[config.mk]
export PLATFORM = sky130hd
export DESIGN_NAME = pc_gen
export DESIGN_NICKNAME = d
export VERILOG_FILES = /design/src/rtl/pc_gen_pkg.sv /design/src/rtl/pc_gen_ras.sv /design/src/rtl/pc_gen.sv
export SDC_FILE = /design/constraint.sdc
export NUM_CORES = 1
export LEC_CHECK = 0
export ABC_AREA = 0
export CORE_MARGIN = 2
export CORE_UTILIZATION = 47
export DETAILED_ROUTE_END_ITERATION = 6
export PLACE_DENSITY = 0.66
export SLEW_MARGIN = 20
export SYNTH_ARGS = -nofsm -noshare
export SYNTH_HDL_FRONTEND = slang
export SYNTH_SLANG_ARGS = --single-unit
export TNS_END_PERCENT = 5
[constraint.sdc]
create_clock -name clk_i -period 7.6 [get_ports clk_i]
set_input_delay 2.28 -clock clk_i [delete_from_list [all_inputs] [get_ports clk_i]]
set_output_delay 2.28 -clock clk_i [all_outputs]
set_load 0.01 [all_outputs]
[src/rtl/pc_gen_pkg.sv]
// -----------------------------------------------------------------------------
// pc_gen_pkg
// Shared types and default constants for the fetch-address generator.
//   state_e : fetch FSM state (IDLE / RUN / WAIT)
//   pend_e  : kind of redirect latched while the front end is held
// -----------------------------------------------------------------------------
package pc_gen_pkg;

    typedef enum logic [1:0] {
        ST_IDLE = 2'd0,
        ST_RUN  = 2'd1,
        ST_WAIT = 2'd2
    } state_e;

    typedef enum logic [1:0] {
        PEND_NONE  = 2'd0,
        PEND_JUMP  = 2'd1,
        PEND_FLUSH = 2'd2
    } pend_e;

    localparam int          DEF_XLEN        = 32;
    localparam int          DEF_INSTR_BYTES = 4;
    localparam logic [31:0] DEF_RESET_PC    = 32'h0000_0000;

endpackage

[src/rtl/pc_gen_ras.sv]
// -----------------------------------------------------------------------------
// pc_gen_ras
// Circular return-address stack. A push when full overwrites the oldest entry
// (the write pointer simply wraps and the count saturates). Pop on an empty
// stack is ignored. Push and pop together replace the top entry.
// Ports:
//   clk_i, rst_i   clock / synchronous active-high reset (pointer and count)
//   push_i         push push_data_i
//   pop_i          pop the top entry (ignored when empty)
//   push_data_i    return address to push
//   top_o          current top-of-stack entry
//   empty_o        stack holds no entries
// -----------------------------------------------------------------------------
module pc_gen_ras
    import pc_gen_pkg::*;
#(
    parameter int XLEN      = DEF_XLEN,
    parameter int RAS_DEPTH = 4
) (
    input  logic            clk_i,
    input  logic            rst_i,
    input  logic            push_i,
    input  logic            pop_i,
    input  logic [XLEN-1:0] push_data_i,
    output logic [XLEN-1:0] top_o,
    output logic            empty_o
);

    localparam int PW = $clog2(RAS_DEPTH);
    localparam int CW = $clog2(RAS_DEPTH + 1);

    logic [XLEN-1:0] stack_q [RAS_DEPTH];
    logic [PW-1:0]   ptr_q;      // next free slot; top lives at ptr_q-1
    logic [PW-1:0]   top_idx;
    logic [CW-1:0]   cnt_q;
    logic            full;
    logic            do_pop;

    assign top_idx = ptr_q - PW'(1);
    assign empty_o = (cnt_q == '0);
    assign full    = (cnt_q == CW'(RAS_DEPTH));
    assign top_o   = stack_q[top_idx];
    assign do_pop  = pop_i & ~empty_o;

    always_ff @(posedge clk_i) begin
        if (rst_i) begin
            ptr_q <= '0;
            cnt_q <= '0;
        end else if (do_pop && push_i) begin
            // replace top in place: pointer and count unchanged
            ptr_q <= ptr_q;
            cnt_q <= cnt_q;
        end else if (push_i) begin
            ptr_q <= ptr_q + PW'(1);
            if (!full) begin
                cnt_q <= cnt_q + CW'(1);
            end
        end else if (do_pop) begin
            ptr_q <= top_idx;
            cnt_q <= cnt_q - CW'(1);
        end
    end

    // Entry storage carries no reset; validity is tracked by cnt_q.
    always_ff @(posedge clk_i) begin
        if (push_i) begin
            stack_q[do_pop ? top_idx : ptr_q] <= push_data_i;
        end
    end

endmodule

[src/rtl/pc_gen.sv]
// -----------------------------------------------------------------------------
// pc_gen
// IF-stage fetch-address generator. Advances the PC sequentially and applies
// redirects in priority: EX flush > latched redirect > RAS return > ID jump >
// sequential. Redirects arriving while held are latched so none is lost.
// Optional feature macro: PC_GEN_ALIGN_CHECK_EN adds sticky misalign_o.
// Ports:
//   clk_i, rst_i       clock / synchronous active-high reset
//   start_i            enable; low acts as a stall once running
//   stall_i            hazard stall (hold PC)
//   flush_i, flush_target_i   EX mispredict redirect
//   jump_i,  jump_target_i    ID direct jump / call redirect
//   call_i             ID instruction is a call (qualified by jump_i)
//   ret_i              ID instruction is a return
//   pc_o               current fetch PC
//   valid_o            pc_o is a live fetch address
//   ras_empty_o        return-address stack is empty
//   misalign_o         (PC_GEN_ALIGN_CHECK_EN only) misaligned target loaded
// -----------------------------------------------------------------------------
module pc_gen
    import pc_gen_pkg::*;
#(
    parameter int              XLEN        = DEF_XLEN,
    parameter logic [XLEN-1:0] RESET_PC    = XLEN'(DEF_RESET_PC),
    parameter int              INSTR_BYTES = DEF_INSTR_BYTES,
    parameter int              RAS_DEPTH   = 4
) (
    input  logic            clk_i,
    input  logic            rst_i,
    input  logic            start_i,
    input  logic            stall_i,
    input  logic            flush_i,
    input  logic [XLEN-1:0] flush_target_i,
    input  logic            jump_i,
    input  logic [XLEN-1:0] jump_target_i,
    input  logic            call_i,
    input  logic            ret_i,
    output logic [XLEN-1:0] pc_o,
    output logic            valid_o,
    output logic            ras_empty_o
`ifdef PC_GEN_ALIGN_CHECK_EN
    ,
    output logic            misalign_o
`endif
);

    state_e          state_q, state_d;
    pend_e           pend_kind_q;
    logic [XLEN-1:0] pend_tgt_q;
    logic [XLEN-1:0] pc_q, pc_d, pc_seq;
    logic            hold, active, upd_en, cap_en;
    logic            redirect;
    logic            ras_pop, ras_push;
    logic [XLEN-1:0] ras_top;
    logic            ras_empty;
    logic            ret_hit;

    assign hold    = stall_i | ~start_i;
    assign active  = (state_q != ST_IDLE);
    assign upd_en  = active & ~hold;
    assign cap_en  = active & hold;
    assign pc_seq  = pc_q + XLEN'(INSTR_BYTES);
    assign ret_hit = ret_i & ~ras_empty;

    // ---- FSM: state register ----
    always_ff @(posedge clk_i) begin
        if (rst_i) begin
            state_q <= ST_IDLE;
        end else begin
            state_q <= state_d;
        end
    end

    // ---- FSM: next state ----
    always_comb begin
        state_d = state_q;
        case (state_q)
            ST_IDLE: if (start_i) state_d = ST_RUN;
            ST_RUN:  if (hold)    state_d = ST_WAIT;
            ST_WAIT: if (!hold)   state_d = ST_RUN;
            default:              state_d = ST_IDLE;
        endcase
    end

    // ---- FSM: outputs ----
    always_comb begin
        valid_o = (state_q == ST_RUN) || (state_q == ST_WAIT);
    end

    // ---- next-PC select ----
    // RAS actions are only taken when a return or jump wins; a flush or a
    // latched redirect suppresses them.
    always_comb begin
        pc_d     = pc_seq;
        redirect = 1'b0;
        ras_pop  = 1'b0;
        ras_push = 1'b0;
        if (flush_i) begin
            pc_d     = flush_target_i;
            redirect = 1'b1;
        end else if (pend_kind_q != PEND_NONE) begin
            pc_d     = pend_tgt_q;
            redirect = 1'b1;
        end else if (ret_hit) begin
            pc_d     = ras_top;
            redirect = 1'b1;
            ras_pop  = upd_en;
            ras_push = upd_en & call_i & jump_i;
        end else if (jump_i) begin
            pc_d     = jump_target_i;
            redirect = 1'b1;
            ras_push = upd_en & call_i;
        end
    end

    // ---- PC and pending-kind registers ----
    always_ff @(posedge clk_i) begin
        if (rst_i) begin
            pc_q        <= RESET_PC;
            pend_kind_q <= PEND_NONE;
        end else if (upd_en) begin
            pc_q        <= pc_d;
            pend_kind_q <= PEND_NONE;
        end else if (cap_en) begin
            if (flush_i) begin
                pend_kind_q <= PEND_FLUSH;
            end else if (jump_i && (pend_kind_q != PEND_FLUSH)) begin
                pend_kind_q <= PEND_JUMP;
            end
        end
    end

    // Latched target is data only; pend_kind_q says whether it is meaningful.
    always_ff @(posedge clk_i) begin
        if (cap_en) begin
            if (flush_i) begin
                pend_tgt_q <= flush_target_i;
            end else if (jump_i && (pend_kind_q != PEND_FLUSH)) begin
                pend_tgt_q <= jump_target_i;
            end
        end
    end

    assign pc_o = pc_q;

    pc_gen_ras #(
        .XLEN      (XLEN),
        .RAS_DEPTH (RAS_DEPTH)
    ) u_ras (
        .clk_i       (clk_i),
        .rst_i       (rst_i),
        .push_i      (ras_push),
        .pop_i       (ras_pop),
        .push_data_i (pc_seq),
        .top_o       (ras_top),
        .empty_o     (ras_empty)
    );

    assign ras_empty_o = ras_empty;

`ifdef PC_GEN_ALIGN_CHECK_EN
    logic misalign_q;
    logic tgt_misaligned;

    assign tgt_misaligned = ((pc_d % XLEN'(INSTR_BYTES)) != '0);

    always_ff @(posedge clk_i) begin
        if (rst_i) begin
            misalign_q <= 1'b0;
        end else if (upd_en && redirect && tgt_misaligned) begin
            misalign_q <= 1'b1;
        end
    end

    assign misalign_o = misalign_q;
`endif

endmodule
==> results.toml <==
[min_path]
hp-class = "reg -> reg"
min_to = "pc_o[22]$_SDFFE_PP0N_"
hp-start = "pend_tgt_q[22]$_DFFE_PP_"
hold_depth = 2

[die]
start_util_pct = 47.6
dieHeight_um = 147
io_pins = 106
rows = 52
die-area_um2 = 21500
die_w_um = 147
coreArea_um2 = 20100

[final_layout]
regArea_um2 = 5630
drive_gt1_share_pct = 14.4
final_cells = 1153
fillCellCount = 1609
fin_nets = 943
area_delta_synth_final_pct = 21.6
antennaDiodeCount = 0
multi_input_area_um2 = 3630

[critical_path]
reg2regPathDepth = 11
worstReg2RegStart = "state_q[1]$_SDFFE_PP0P_"
path_max_fanout = 11
criticalPathCategory = "in -> reg"
crit_path_start = "stall_i"
regToRegEndpoint = "u_ras.cnt_q[2]$_SDFFE_PP0P_"
crit_path_start_kind = "primary input"
rrSetupSlack_ns = 4.42
required_ns = 8.03
crit_arrival_ns = 5.25
end_kind = "flop"

[detailed_routing]
wire_per_inst_um = 22.5
vias = 7091
dr.pass1.iters = 7
drtAntennaViolNets = 0
drt_iter0_markers = 728
routed_wl_um = 25900
drc = 0
via_per_inst = 6.15

[timing]
max_freq_ghz = 0.207
maxSlewHeadroom_pct = 36.3
post-route-min-period_ns = 4.82
skew_ns = 0.0163
worst_pin_slew_ns = 0.952
fin_tns_setup_ns = 0
finalCritPeriodShare_pct = 63.4
slew_violations = 0
hold_violations = 0
rsz0062_at_grt = "false"
setup_viol_count_final = 0

[global_routing]
grt_pass1_vias = 7132
grtUsageTotal_pct = 23.9
antenna_found_initial = 0
grt_overflow = 0
grt_first_pass_wirelength_um = 40000
grt_max_degree = 69

[yosys]
ys_types = 56
syn_nets = 855
synth-seq-area-share_pct = 58.8
synth_ff_type = "edfxtp_1"
synthCells = 778
synth_area_per_cell_um2 = 12.3
async_reset_ff_share_pct = 0
ys.warnings.count = 0
synth_edf_count = 160
synth_area_um2 = 9570
ys_ff_latch = 201

[power_and_ir_drop]
seqPwrFrac_pct = 47.7
comb_power_share_pct = 12.3
clkPwrFrac_pct = 40.0
switching_share_pct = 24.8
powerDensity_nw_per_um2 = 231
power_leakage_uw = 0.00379
ir_drop_mv = 0.132
power.switching_uw = 665
internal_power_uw = 2020

[cts]
clk_pin_slew_ns = 0.06
cts_tree = "built"
cts_htree_levels = 1
postCtsSetupBuffers = 0
cts_hold_buffers = 0
clkSinkCount = 201
clock_latency_ns = 0.50
cts.repair.resized = 0
root_buffer = "clkbuf_16"
cts-buffers-inserted = 23
cts_buffer_depth = 3

[placement]
place.gp.congestion = 0.825
io_buffers = 105
dpl.hpwl_um = 16100
dp.cells = 1111

[run_status]
status = "finished, final reports clean"

[run]
cap_violations = 0
-- per-layer routing --
| layer | GRT usage [%] | share of wire (%) | routed length, um |
|---|---|---|---|
| met5 | 0 | 0 | 0 |
| met4 | 6.70 | 2.0 | 518 |
| met3 | 3.50 | 8.8 | 2280 |
| met2 | 40.3 | 49 | 12600 |
| met1 | 32.7 | 40 | 10500 |
-- synth_stat cells, types with 6 or more instances --
master | n | share of area [%]
edfxtp_1 | 160 | 50
nand2_1 | 64 | 2.5
o21ai_0 | 59 | 3.1
clkbuf_1 | 45 | 1.8
dfxtp_1 | 41 | 8.6
nor2_1 | 40 | 1.6
a21oi_1 | 36 | 1.9
inv_1 | 32 | 1.3
mux4_2 | 32 | 7.5
a221oi_1 | 19 | 1.7
nand3_1 | 16 | 0.84
nor3_1 | 15 | 0.78
mux2_2 | 14 | 1.6
a211oi_1 | 13 | 1.0
a311oi_1 | 13 | 1.2
o211ai_1 | 13 | 1.0
or3_1 | 13 | 0.85
xor2_1 | 12 | 1.1
xnor2_1 | 11 | 1.0
o31a_1 | 10 | 0.92
a31oi_1 | 9 | 0.59
nor4_1 | 9 | 0.59
or2_2 | 9 | 0.59
mux2i_1 | 8 | 0.84
nand4_1 | 8 | 0.52
buf_2 | 6 | 0.31
nand2b_1 | 6 | 0.39
-- cells in the final DEF, fill, tap and decap left out, types with 10 or more instances in the layout --
master	Yosys	layout
edfxtp_1	160	160
clkdlybuf4s50_1	0	103
nand2_1	64	64
o21ai_0	59	59
dfxtp_1	41	40
nor2_1	40	39
a21oi_1	36	35
mux4_2	32	32
inv_1	32	31
clkbuf_16	0	23
a221oi_1	19	19
nand3_1	16	16
buf_4	3	16
nor3_1	15	14
mux2_2	14	14
or3_1	13	13
a211oi_1	13	13
a311oi_1	13	13
o211ai_1	13	13
xor2_1	12	12
xnor2_1	11	11
o31a_1	10	10
-- worst max-delay path, cell delays in order --
cell and delay, ns:
clkdlybuf4s50_1 0.50, or4b_1 0.55, buf_4 0.22, or3_1 0.52, xor2_1 0.22, ha_1 0.23
nor2_1 0.13, mux2i_1 0.10, or3_1 0.32, a21oi_1 0.18
-- registers in the layout, summed over array words and instances, names as in the netlist --
| register | flops |
|---|---|
| pc_o | 32 |
| pend_kind_q | 2 |
| pend_tgt_q | 32 |
| state_q | 2 |
| u_ras.cnt_q | 3 |
| u_ras.ptr_q | 2 |
| u_ras.stack_q | 128 |
-- stage by stage --
stage | power, uW | hold slack [ns] | util, % | worst slack (ns) | cell area (um^2)
final | 2680 | 0.548 | 57.8 | 2.78 | 11600
after CTS | 2690 | 0.553 | 57.8 | 2.82 | 11600
after floorplan | 1470 | 0.478 | - | 0.427 | 9570
after global placement | 1620 | 0.511 | 54.1 | 2.16 | 10900
after global routing | 2770 | 0.558 | 57.8 | 2.61 | 11600
after detailed placement | 1630 | 0.537 | 54.2 | 2.32 | 10900
-- layout make-up --
| class | count | area share (%) |
|---|---|---|
| clock buffer | 29 | 5.23 |
| clock inverter | 13 | 1.03 |
| inverter | 32 | 1.03 |
| multi-input combinational | 486 | 31.2 |
| sequential | 201 | 48.4 |
| tap | 270 | 2.91 |
| timing repair buffer | 122 | 10.2 |
-- power by group through the flow --
stage / Clock, uW / Combinational, uW / Sequential (uW)
4_1_cts: 1080 / 328 / 1280
3_5_place_dp: 0 / 325 / 1300
2_1_floorplan: 0 / 178 / 1300
6_report: 1070 / 329 / 1280
5_1_grt: 1130 / 356 / 1290
3_3_place_gp: 0 / 315 / 1300
-- how the worst max path moves through the flow --
stage / cells past startpoint / endpoint
finish: 10 / u_ras.cnt_q[2]$_SDFFE_PP0P_
global route: 10 / u_ras.cnt_q[2]$_SDFFE_PP0P_
CTS: 6 / u_ras.stack_q[2][2]$_DFFE_PP_
detailed placement: 10 / u_ras.cnt_q[2]$_SDFFE_PP0P_
global placement: 5 / u_ras.stack_q[3][2]$_DFFE_PP_
floorplan: 4 / u_ras.stack_q[0][0]$_DFFE_PP_
-- kinds of logic after synthesis --
logic type,Yosys count,synth area share (%)
AO/OA/AOI/OAI,197,13.5
multiplexers,54,10.0
flip-flops,201,58.8
XOR/XNOR,23,2.11
adder cells (fa/ha/maj),5,0.654
buffers and inverters,91,3.85
AND/OR/NAND/NOR,207,11.0
No activity file was read; power rests on OpenSTA's default activity.
